**src/rtl/rbm_vote_controller_pkg.sv**
```systemverilog
// rtl/rbm_vote_controller_pkg.sv - shared configuration for the RBM vote controller
// Purpose: default widths, FSM state encoding and the per-class packed-field accessor.
// Ports: none (package).
package rbm_vote_controller_pkg;

  localparam int OUT_DIM_DEF = 10;
  localparam int CNT_W_DEF   = 12;
  localparam int ITER_W_DEF  = 10;

  typedef enum logic [1:0] {
    ST_IDLE = 2'd0,
    ST_WAIT = 2'd1,
    ST_EVAL = 2'd2,
    ST_DONE = 2'd3
  } vote_state_e;

  // Low bit of class idx inside a packed vector of width-bit fields.
  function automatic int field_lo(input int idx, input int width);
    return idx * width;
  endfunction

endpackage

```
**src/rtl/rbm_vote_argmax.sv**
```systemverilog
// rtl/rbm_vote_argmax.sv - combinational top-1/top-2 search over packed counters
// Purpose: find the largest counter (lowest index on ties) and the runner-up value.
// Ports:
//   counts_i     in  OUT_DIM*CNT_W  packed counters, class i at [i*CNT_W +: CNT_W]
//   max_idx_o    out IDX_W          index of the largest counter
//   max_val_o    out CNT_W          largest counter value
//   second_val_o out CNT_W          second largest value (equals max on a tie)
module rbm_vote_argmax
  import rbm_vote_controller_pkg::*;
#(
  parameter int OUT_DIM = OUT_DIM_DEF,
  parameter int CNT_W   = CNT_W_DEF,
  parameter int IDX_W   = $clog2(OUT_DIM)
) (
  input  logic [OUT_DIM*CNT_W-1:0] counts_i,
  output logic [IDX_W-1:0]         max_idx_o,
  output logic [CNT_W-1:0]         max_val_o,
  output logic [CNT_W-1:0]         second_val_o
);

  logic [CNT_W-1:0] val;

  always_comb begin
    max_idx_o    = '0;
    max_val_o    = counts_i[CNT_W-1:0];
    second_val_o = '0;
    val          = '0;
    for (int i = 1; i < OUT_DIM; i++) begin
      val = counts_i[field_lo(i, CNT_W) +: CNT_W];
      // Strict '>' keeps the lowest index on ties; a tied value then lands
      // in second_val so the lead becomes zero.
      if (val > max_val_o) begin
        second_val_o = max_val_o;
        max_val_o    = val;
        max_idx_o    = IDX_W'(i);
      end else if (val > second_val_o) begin
        second_val_o = val;
      end
    end
  end

endmodule

```
**src/rtl/rbm_vote_controller.sv**
```systemverilog
// rtl/rbm_vote_controller.sv - iteration and vote controller for the RBM inference chain
// Purpose: rerun the hidden/classify layers, accumulate saturating per-class votes,
//          stop on iteration limit or on a programmable lead, report the winner.
// Ports:
//   clock_i        in  1              system clock
//   reset_i        in  1              synchronous active-high reset
//   start_i        in  1              run request, accepted in IDLE or DONE
//   iter_limit_i   in  ITER_W         iterations to run (0 runs once)
//   margin_i       in  CNT_W          early-stop lead (0 disables)
//   layer_reset_o  out 1              reset to both RBM layers
//   sample_valid_i in  1              classify-layer finish strobe
//   sample_i       in  OUT_DIM        classify bits, bit i = class i
//   counts_o       out OUT_DIM*CNT_W  vote counters
//   winner_o       out IDX_W          registered argmax
//   iter_done_o    out ITER_W         completed iterations
//   busy_o         out 1              high in WAIT and EVAL
//   done_o         out 1              high in DONE
//   early_stop_o   out 1              run ended on margin
module rbm_vote_controller
  import rbm_vote_controller_pkg::*;
#(
  parameter int OUT_DIM = OUT_DIM_DEF,
  parameter int CNT_W   = CNT_W_DEF,
  parameter int ITER_W  = ITER_W_DEF,
  parameter int IDX_W   = $clog2(OUT_DIM)
) (
  input  logic                     clock_i,
  input  logic                     reset_i,
  input  logic                     start_i,
  input  logic [ITER_W-1:0]        iter_limit_i,
  input  logic [CNT_W-1:0]         margin_i,
  output logic                     layer_reset_o,
  input  logic                     sample_valid_i,
  input  logic [OUT_DIM-1:0]       sample_i,
  output logic [OUT_DIM*CNT_W-1:0] counts_o,
  output logic [IDX_W-1:0]         winner_o,
  output logic [ITER_W-1:0]        iter_done_o,
  output logic                     busy_o,
  output logic                     done_o,
  output logic                     early_stop_o
);

  vote_state_e              state_q, state_d;
  logic [ITER_W-1:0]        limit_q, limit_d;
  logic [CNT_W-1:0]         margin_q, margin_d;
  logic [OUT_DIM*CNT_W-1:0] counts_q, counts_d;
  logic [ITER_W-1:0]        iter_q, iter_d;
  logic [IDX_W-1:0]         winner_q, winner_d;
  logic                     early_q, early_d;

  logic [IDX_W-1:0] top_idx;
  logic [CNT_W-1:0] top_val;
  logic [CNT_W-1:0] second_val;
  logic [CNT_W-1:0] lead;

  rbm_vote_argmax #(
    .OUT_DIM (OUT_DIM),
    .CNT_W   (CNT_W),
    .IDX_W   (IDX_W)
  ) u_argmax (
    .counts_i     (counts_q),
    .max_idx_o    (top_idx),
    .max_val_o    (top_val),
    .second_val_o (second_val)
  );

  assign lead = top_val - second_val;

  always_ff @(posedge clock_i) begin
    if (reset_i) begin
      state_q  <= ST_IDLE;
      limit_q  <= '0;
      margin_q <= '0;
      counts_q <= '0;
      iter_q   <= '0;
      winner_q <= '0;
      early_q  <= 1'b0;
    end else begin
      state_q  <= state_d;
      limit_q  <= limit_d;
      margin_q <= margin_d;
      counts_q <= counts_d;
      iter_q   <= iter_d;
      winner_q <= winner_d;
      early_q  <= early_d;
    end
  end

  always_comb begin
    state_d       = state_q;
    limit_d       = limit_q;
    margin_d      = margin_q;
    counts_d      = counts_q;
    iter_d        = iter_q;
    winner_d      = winner_q;
    early_d       = early_q;
    layer_reset_o = 1'b1;

    case (state_q)
      ST_IDLE, ST_DONE: begin
        if (start_i) begin
          limit_d  = (iter_limit_i == '0) ? ITER_W'(1) : iter_limit_i;
          margin_d = margin_i;
          counts_d = '0;
          iter_d   = '0;
          winner_d = '0;
          early_d  = 1'b0;
          state_d  = ST_WAIT;
        end
      end
      ST_WAIT: begin
        layer_reset_o = 1'b0;
        if (sample_valid_i) begin
          for (int i = 0; i < OUT_DIM; i++) begin
            if (sample_i[i] && (counts_q[field_lo(i, CNT_W) +: CNT_W] != {CNT_W{1'b1}})) begin
              counts_d[field_lo(i, CNT_W) +: CNT_W] =
                counts_q[field_lo(i, CNT_W) +: CNT_W] + CNT_W'(1);
            end
          end
          iter_d  = iter_q + ITER_W'(1);
          state_d = ST_EVAL;
        end
      end
      ST_EVAL: begin
        winner_d = top_idx;
        // Reaching the limit wins over the margin so early_stop only flags
        // runs that genuinely ended ahead of schedule.
        if (iter_q == limit_q) begin
          state_d = ST_DONE;
        end else if ((margin_q != '0) && (lead >= margin_q)) begin
          early_d = 1'b1;
          state_d = ST_DONE;
        end else begin
          state_d = ST_WAIT;
        end
      end
      default: state_d = ST_IDLE;
    endcase
  end

  assign counts_o     = counts_q;
  assign winner_o     = winner_q;
  assign iter_done_o  = iter_q;
  assign busy_o       = (state_q == ST_WAIT) || (state_q == ST_EVAL);
  assign done_o       = (state_q == ST_DONE);
  assign early_stop_o = early_q;

endmodule

```
**config.mk**
```make
export PLATFORM = sky130hd
export DESIGN_NAME = rbm_vote_controller
export DESIGN_NICKNAME = d
export VERILOG_FILES = /design/src/rtl/rbm_vote_controller_pkg.sv /design/src/rtl/rbm_vote_argmax.sv /design/src/rtl/rbm_vote_controller.sv
export SDC_FILE = /design/constraint.sdc
export NUM_CORES = 1
export LEC_CHECK = 0
export ABC_AREA = 1
export CORE_ASPECT_RATIO = 1.25
export CORE_MARGIN = 4
export CORE_UTILIZATION = 25
export CTS_CLUSTER_DIAMETER = 200
export DETAILED_ROUTE_END_ITERATION = 6
export PLACE_DENSITY = 0.5
export SLEW_MARGIN = 0
export SYNTH_ARGS = -nofsm -noshare
export SYNTH_HDL_FRONTEND = slang
export SYNTH_HIERARCHICAL = 1
export SYNTH_SLANG_ARGS = --single-unit
export TNS_END_PERCENT = 10
```
**constraint.sdc**
```tcl
create_clock -name clock_i -period 45.1 [get_ports clock_i]
set_input_delay 9.02 -clock clock_i [delete_from_list [all_inputs] [get_ports clock_i]]
set_output_delay 9.02 -clock clock_i [all_outputs]
set_load 0.01 [all_outputs]
```
==> impl_metrics.toml, run 1 <==
[worst_setup_path]
critPathSlowestCell = "nand2_1"
crit_path_frequent_cell = "nand2_1"
critPathArrivalTime_ps = 21430
cp-start-kind = "register"
max_stage_delay_ps = 830
crit_path_max_fanout = 50
required_ps = 45450
crit_type = "reg -> reg"
worstSetupEndpointType = "register"

[global_routing]
grt.overflow.total = 0
grt_pass1_vias = 17500
antenna_found_initial = 0
grt_pass1_wl_um = 101000
grt_max_degree = 65
grt_usage_pct = 17.3

[synth]
synth-seq-area-share_pct = 18.0
synth.distinct_cells = 51
synth_edf_count = 0
synth.cell_area_um2 = 17600
synth_fp_nets = 3145
syn_inst = 2879
avgSynthCellArea_um2 = 6.13
ys_async_sr_fraction_pct = 0
ys_seq_elements = 159
yosysWarnings = 6
synth_ff_type = "dfxtp_1"

[clock_network]
clock_latency_ps = 500
post_cts_resized = 0
cts_tree = "yes"
holdBufCountCts = 0
cts.sink_count = 159
post_cts.repair.setup_buffers = 0
cts-root-buf = "clkbuf_16"
htreeDepth = 4
cts_buffers = 17
clock_path_buffers = 2
clkTransAtPathRegs_ps = 80

[route]
dr.pass1.iters = 7
drc_errors = 0
drtAntennaViolNets = 0
wire_per_inst_um = 16.7
drt-initial-drc-count = 1116
post_drt_via_cell_ratio = 4.78
wl_um = 65900
vias = 18800

[sta]
slew_headroom_pct = 25.4
min_period_ps = 21080
max_freq_mhz = 47.4
skew_ps = 18.8
tns_ps = 0
finalHoldViolations = 0
rsz0062_at_grt = "false"
setup_viol = 0
finalCritPeriodShare_pct = 46.7
tightest_slew_ps = 1120
finalMaxSlewViolations = 0
hold_slack_ps = 463

[finish]
nets = 3257
drive_gt1_share_pct = 5.83
antennaDiodeCount = 0
area_growth_syn_to_layout_pct = 17.9
fillers = 7936

[floorplanning]
die_area_um2 = 74900
core_area_um2 = 69700
rows = 108
io_pins = 174
fp.dieH_um = 305
chipWidth_um = 246
initial_utilization_pct = 25.3

[hold_path]
min-delay-path-class = "reg -> reg"

[placement]
gp_congestion = 0.881
dp_hpwl_um = 51300
io_buffers = 173

[outcome]
status = "finished clean"

[job]
drv_cap = 0
-- placed cells by master, fill, tap and decap left out, drive strengths merged --
cell type / instances
a211oi: 11
a21boi: 1
a21o: 3
a21oi: 261
a22oi: 1
a31o: 1
a31oi: 10
and2: 3
and3: 4
buf: 16
bufinv: 3
clkbuf: 19
clkdlybuf4s50: 172
clkinv: 6
dfxtp: 159
fa: 1
ha: 229
inv: 402
nand2: 707
nand3: 212
nand3b: 6
nand4: 49
nor2: 260
nor3: 56
nor3b: 2
nor4: 4
o2111ai: 6
o211ai: 5
o21a: 9
o21ai: 304
o21bai: 9
o22ai: 9
o31ai: 1
or2: 19
xnor2: 11
xor2: 31
-- cells in the mapped netlist, types with 9 or more instances --
cell type,count,area (um2)
a211oi_1,11,82.6
a21oi_1,260,1300
a31oi_1,10,62.6
buf_2,12,60.1
buf_6,11,124
clkbuf_1,61,229
dfxtp_1,159,3180
ha_1,229,2870
inv_1,383,1440
inv_2,16,60.1
nand2_1,664,2490
nand2_2,36,225
nand3_1,194,971
nand3_2,17,170
nand4_1,47,294
nor2_1,241,905
nor2_2,13,81.3
nor3_1,51,255
o21a_1,9,67.6
o21ai_0,283,1420
o21ai_1,21,105
o22ai_1,9,56.3
or2_2,19,119
xnor2_1,11,96.3
xor2_1,31,272
-- final timing paths --
path,startpoint,cells after the start,end,slack [ps]
min,winner_o[0]$_SDFFE_PP0P_,2,winner_o[0]$_SDFFE_PP0P_,460
max,counts_o[3]$_SDFFE_PP0P_,99,state_q[1]$_SDFFE_PP0P_,24020
min reg2reg,winner_o[0]$_SDFFE_PP0P_,2,winner_o[0]$_SDFFE_PP0P_,460
max reg2reg,counts_o[3]$_SDFFE_PP0P_,99,state_q[1]$_SDFFE_PP0P_,24020
-- metrics by stage --
stage | cell area (um2) | util, % | setup slack (ps) | cells
6_report | 20800 | 29.8 | 24020 | 3937
5_1_grt | 20800 | 29.8 | 21690 | 3937
4_1_cts | 20800 | 29.8 | 24270 | 3937
3_5_place_dp | 20200 | 29.0 | 24310 | 3907
3_3_place_gp | 20200 | 29.0 | 24510 | 3907
2_1_floorplan | 17600 | - | 27950 | 2879
-- area by class of cell --
class / instances / area (um2) / share of cell area, %
multi-input combinational: 2225 / 12500 / 60.1
inverter: 400 / 1500 / 7.22
sequential: 159 / 3180 / 15.3
tap: 935 / 1170 / 5.62
clock buffer: 19 / 453 / 2.18
clock inverter: 11 / 158 / 0.758
timing repair buffer: 188 / 1840 / 8.84
-- logic make-up after synthesis --
logic type,count (synthesis),synth area share [%]
xor gates and xnor gates,42,2.09
adders and majority gates,230,16.4
buffers and inverters,495,11.2
DFF,159,18.0
and+or+nand+nor,1322,33.4
AOI/OAI and AO/OA,631,18.9
-- routing by layer --
| layer | vias to the layer above | global-route usage [%] | wire length, um |
|---|---|---|---|
| met5 | - | 0 | 0 |
| met4 | 0 | 6.23 | 2140 |
| met3 | 89 | 3.30 | 2910 |
| met2 | 404 | 30.7 | 32600 |
| met1 | 8571 | 20.7 | 28200 |
| li1 | 9743 | - | - |
-- sequential cells by signal, summed over array words and instances (netlist names) --
register,flops
margin_q,12
iter_done_o,10
limit_q,10
winner_o,4
counts_o,120
early_stop_o,1
state_q,2
-- critical path, delay by kind of cell (launching register included) --
| family | cells | cell delay (ps) |
|---|---|---|
| flip-flops | 1 | 480 |
| XOR/XNOR | 1 | 150 |
| buffers and inverters | 16 | 3730 |
| AO/OA/AOI/OAI | 31 | 6990 |
| adder cells (fa/ha/maj) | 11 | 3800 |
| AND/OR/NAND/NOR | 40 | 5720 |
Power of run 1 is left out: the tool's default activity adds up to more than one toggle a clock period on the data nets, which glitch-free logic cannot reach.
==> run 2, diff against run 1 <==
--- a/config.mk
+++ b/config.mk
@@ -11,7 +11,7 @@
 export CORE_UTILIZATION = 25
 export CTS_CLUSTER_DIAMETER = 200
 export DETAILED_ROUTE_END_ITERATION = 6
-export PLACE_DENSITY = 0.5
+export PLACE_DENSITY = 0.52
 export SLEW_MARGIN = 0
 export SYNTH_ARGS = -nofsm -noshare
 export SYNTH_HDL_FRONTEND = slang
==> constraint.sdc (replaced) <==
create_clock -name clock_i -period 18.1 [get_ports clock_i]
set_input_delay 3.62 -clock clock_i [delete_from_list [all_inputs] [get_ports clock_i]]
set_output_delay 3.62 -clock clock_i [all_outputs]
set_load 0.01 [all_outputs]
==> run 2 against run 1 <==
  * Clock skew barely moved
  * Cell count rose by 2.7%
  * Die area did not move
  * Non-clock buffer count rose by 93
  * Hold slack improved by 8.3 ps
  * Largest cell class unchanged
  * Highest routed layer unchanged
==> impl_metrics.toml, run 2 (same netlist as run 1, synthesis figures left out) <==
[clock_network]
holdBufCountCts = 0
cts.sink_count = 159
clock_latency_ps = 520
cts_tree = "yes"
clock_path_buffers = 2
cts_buffers = 17
cts-root-buf = "clkbuf_16"
clkTransAtPathRegs_ps = 80
htreeDepth = 4

[placement]
io_buffers = 173
gp_congestion = 0.926
dp_hpwl_um = 53200
placedCellCount = 3960
dpl_cell_area_um2 = 20600

[sta]
finalHoldViolations = 0
skew_ps = 18.4
max_freq_mhz = 60.1
min_period_ps = 16640
slew_headroom_pct = 35.1
finalMaxSlewViolations = 0
finalCritPeriodShare_pct = 92.0
tightest_slew_ps = 973
setup_viol = 0

[worst_setup_path]
crit_type = "reg -> reg"
crit_cells = 142
cp-start-kind = "register"
critPathSlowestCell = "dfxtp_2"
worstSetupEndpointType = "register"
cp_num_buf_inv = 28
crit_family = "simple AND/OR/NAND/NOR gates"
required_ps = 18540
r2r_cells = 142
max_stage_delay_ps = 360
crit_path_frequent_cell = "nand2_1"
ff2ff_setup_slack_ps = 1460
critPathArrivalTime_ps = 17080
timing.rr.end = "state_q[1]$_SDFFE_PP0P_"
crit_path_max_fanout = 20
r2r_start = "counts_o[11]$_SDFFE_PP0P_"

[hold_path]
hold_start = "counts_o[7]$_SDFFE_PP0P_"
whs_endpoint = "counts_o[7]$_SDFFE_PP0P_"
min_path_cells = 1
min-delay-path-class = "reg -> reg"

[finish]
fillers = 7870
final_common_cell = "nand2_1"
stdcell_area_um2 = 22100
area_growth_syn_to_layout_pct = 25.2
most-common-layout-cells = "nand2_1, inv_1, a21oi_1"
nets = 3359
drive_gt1_share_pct = 11.0
largest_register_ffs = 120
layout.cells.non_filler = 4042

[route]
post_drt_via_cell_ratio = 4.79
drc_errors = 0
wl_um = 69600
wire_per_inst_um = 17.2
drtAntennaViolNets = 0
drt-initial-drc-count = 1010
dr.pass1.iters = 6
vias = 19400

[global_routing]
grt_usage_pct = 18.0
grt_pass1_wl_um = 105000
grt_pass1_vias = 18100
grt_max_degree = 66
grt.overflow.total = 0
antenna_found_initial = 1

[floorplanning]
core_area_um2 = 69700
die_area_um2 = 74900
rows = 108
io_pins = 174
fp.dieH_um = 305
chipWidth_um = 246
initial_utilization_pct = 25.3

[outcome]
status = "finished clean"

[job]
drv_cap = 0
==> run 2: cell count changes in the layout (fill, tap and decap cells not counted), sizes merged, moves of 2 or more <==
| cell | before | now |
|---|---|---|
| clkbuf | 19 | 17 |
| bufinv | 3 | 0 |
| buf | 16 | 109 |
| nand2 | 707 | 711 |
| clkinvlp | 0 | 9 |
==> run 2: final cells by class <==
cell class	instances	area (um2)	share of cell area, %
multi-input combinational	2230	12900	58.4
timing repair inverter	4	27.5	0.125
sequential	159	3200	14.5
clock inverter	15	204	0.923
tap	935	1170	5.30
inverter	400	1530	6.90
antenna	1	2.50	0.0113
clock buffer	17	425	1.93
timing repair buffer	281	2640	12.0
==> run 2: what timing repair did <==
item,CTS,global route
gates resized for setup,9,134
gates cloned,0,9
pin swaps,0,30
endpoints found under the setup margin,2,2
setup buffers,0,40
==> run 2: worst max-delay path by stage <==
stage,start,end,slack [ps]
6_report,counts_o[11]$_SDFFE_PP0P_,state_q[1]$_SDFFE_PP0P_,1460
5_1_grt,counts_o[6]$_SDFFE_PP0P_,state_q[1]$_SDFFE_PP0P_,-150
4_1_cts,counts_o[10]$_SDFFE_PP0P_,early_stop_o$_SDFFE_PP0P_,30
3_5_place_dp,counts_o[10]$_SDFFE_PP0P_,early_stop_o$_SDFFE_PP0P_,-450
3_3_place_gp,counts_o[10]$_SDFFE_PP0P_,state_q[1]$_SDFFE_PP0P_,-300
2_1_floorplan,counts_o[3]$_SDFFE_PP0P_,state_q[1]$_SDFFE_PP0P_,950
==> run 2: per-layer routing <==
layer | global-route usage [%] | wire, um
met1 | 21.4 | 29500
met2 | 32.5 | 35100
met3 | 2.98 | 2710
met4 | 6.10 | 2280
met5 | 0 | 0
==> run 2: metrics by stage <==
| step | utilization, % | setup TNS (ps) | hold slack [ps] | setup WS (ps) |
|---|---|---|---|---|
| 5_1_grt | 31.7 | -209 | 490 | -147 |
| 6_report | 31.7 | 0 | 472 | 1460 |
| 3_5_place_dp | 29.6 | -887 | 464 | -447 |
| 3_3_place_gp | 29.6 | -578 | 456 | -301 |
| 2_1_floorplan | - | 0 | 444 | 947 |
| 4_1_cts | 30.5 | 0 | 476 | 26.9 |
Power of run 2 is left out for the same reason.
==> run 3, diff against run 2 <==
--- a/config.mk
+++ b/config.mk
@@ -12,6 +12,8 @@
 export CTS_CLUSTER_DIAMETER = 200
 export DETAILED_ROUTE_END_ITERATION = 6
 export PLACE_DENSITY = 0.52
+export RECOVER_POWER = 50
+export SKIP_LAST_GASP = 1
 export SLEW_MARGIN = 0
 export SYNTH_ARGS = -nofsm -noshare
 export SYNTH_HDL_FRONTEND = slang
==> run 3 against run 2 <==
  * The run now ends with max-capacitance violations, max-slew violations left
  * Final area decreased by 0.18%
  * Hold slack got worse by 0.56 ps
  * Setup slack got worse by 11 ps
  * Critical path type unchanged
==> impl_metrics.toml, run 3 (same netlist as run 1, synthesis figures left out) <==
[finish]
largest_register_ffs = 120
seqCellArea_um2 = 3200
nets = 3359
fillers = 7879
most-common-layout-cells = "nand2_1, inv_1, a21oi_1"
final_util_pct = 31.6
layout.cells.non_filler = 4042
area_growth_syn_to_layout_pct = 25.0
stdcell_area_um2 = 22100
multiInputGateArea_um2 = 12900
final_common_cell = "nand2_1"
drive_gt1_share_pct = 10.6

[floorplanning]
fp.dieH_um = 305
die_area_um2 = 74900
chipWidth_um = 246
core_area_um2 = 69700
initial_utilization_pct = 25.3
rows = 108
io_pins = 174

[clock_network]
cts-root-buf = "clkbuf_16"
clock_latency_ps = 520
cts.sink_count = 159
htreeDepth = 4
clkTransAtPathRegs_ps = 80
cts_tree = "yes"
clock_path_buffers = 2
holdBufCountCts = 0
cts_buffers = 17

[route]
drc_errors = 0
post_drt_via_cell_ratio = 4.80
wl_um = 69500
drt-initial-drc-count = 1046
wire_per_inst_um = 17.2
dr.pass1.iters = 7
vias = 19400
drtAntennaViolNets = 0

[sta]
setup_viol = 0
skew_ps = 18.0
slew_headroom_pct = -152
finalHoldViolations = 0
finalCritPeriodShare_pct = 92.0
hold_slack_ps = 471
finalMaxSlewViolations = 89
tightest_slew_ps = 3770
min_period_ps = 16650
max_freq_mhz = 60.0

[global_routing]
grt.overflow.total = 0
grt_max_degree = 66
antenna_found_initial = 1
grt_usage_pct = 18.0
grt_pass1_wl_um = 105000
grt_pass1_vias = 18100

[outcome]
violations = "max-capacitance violations, max-slew violations"
status = "finished, violations left"

[worst_setup_path]
worstSetupEndpointType = "register"
ff2ff_setup_slack_ps = 1450
cp-start-kind = "register"
crit_path_max_fanout = 20
r2r_cells = 142
timing.rr.end = "state_q[1]$_SDFFE_PP0P_"
max_stage_delay_ps = 360
critPathArrivalTime_ps = 17090
crit_path_frequent_cell = "nand2_1"
critPathSlowestCell = "dfxtp_2"
r2r_start = "counts_o[11]$_SDFFE_PP0P_"
required_ps = 18540
crit_type = "reg -> reg"

[hold_path]
min-delay-path-class = "reg -> reg"
whs_endpoint = "counts_o[7]$_SDFFE_PP0P_"
hold_start = "counts_o[7]$_SDFFE_PP0P_"
min_path_cells = 1

[job]
drv_cap = 2

[placement]
io_buffers = 173
dpl_cell_area_um2 = 20600
placedCellCount = 3960
dp_hpwl_um = 53200
gp_congestion = 0.926
run 3: changes by cell type in the layout (fill, tap and decap cells not counted), sizes merged:
| cell | change |
|---|---|
| dlygate4sd3 | +105 |
| clkbuf | +4 |
| buf | -4 |
| clkdlybuf4s50 | -105 |
run 3: metal layers:
layer	up-vias	routed length [um]	share of wire [%]	global-route usage, %
met5	-	0	0	0
met3	100	2860	4.1	2.98
met2	441	34900	50	32.5
met1	8856	29400	42	21.4
li1	9993	-	-	-
met4	0	2340	3.4	6.10
run 3: layout make-up:
cell class | instances | share of cell area (%)
Multi-Input combinational cell | 2230 | 58.4
Sequential cell | 159 | 14.5
Timing Repair Buffer | 281 | 11.9
Inverter | 400 | 6.92
Tap cell | 935 | 5.31
Clock buffer | 17 | 1.93
Clock inverter | 15 | 0.925
Timing Repair inverter | 4 | 0.125
Antenna cell | 1 | 0.0113
run 3: what timing repair did:
action / in CTS / in global routing
setup endpoints to repair: 2 / 2
endpoints found under the hold margin: 0 / 0
gates resized for setup: 9 / 134
setup buffers: 0 / 40
cloned: 0 / 9
pin swaps: 0 / 30
run 3: through the flow:
stage                     worst slack, ps  setup TNS, ps
after global placement               -301           -578
after CTS                            26.9              0
final                                1450              0
after global routing                 -145           -207
after floorplan                       947              0
after detailed placement             -447           -887
run 3: critical path, delay by kind of cell (launching register included):
| family | cells | cell delay [ps] |
|---|---|---|
| flops | 1 | 360 |
| compound gates | 28 | 3680 |
| buf+inv | 27 | 2770 |
| fa+ha+maj | 11 | 3130 |
| simple gates | 76 | 6630 |
run 3: how the worst max path moves through the flow:
stage,end,cells after the start,from
6_report,state_q[1]$_SDFFE_PP0P_,142,counts_o[11]$_SDFFE_PP0P_
5_1_grt,state_q[1]$_SDFFE_PP0P_,141,counts_o[6]$_SDFFE_PP0P_
4_1_cts,early_stop_o$_SDFFE_PP0P_,122,counts_o[10]$_SDFFE_PP0P_
3_5_place_dp,early_stop_o$_SDFFE_PP0P_,129,counts_o[10]$_SDFFE_PP0P_
3_3_place_gp,state_q[1]$_SDFFE_PP0P_,139,counts_o[10]$_SDFFE_PP0P_
2_1_floorplan,state_q[1]$_SDFFE_PP0P_,136,counts_o[3]$_SDFFE_PP0P_
Power of run 3 is left out for the same reason.
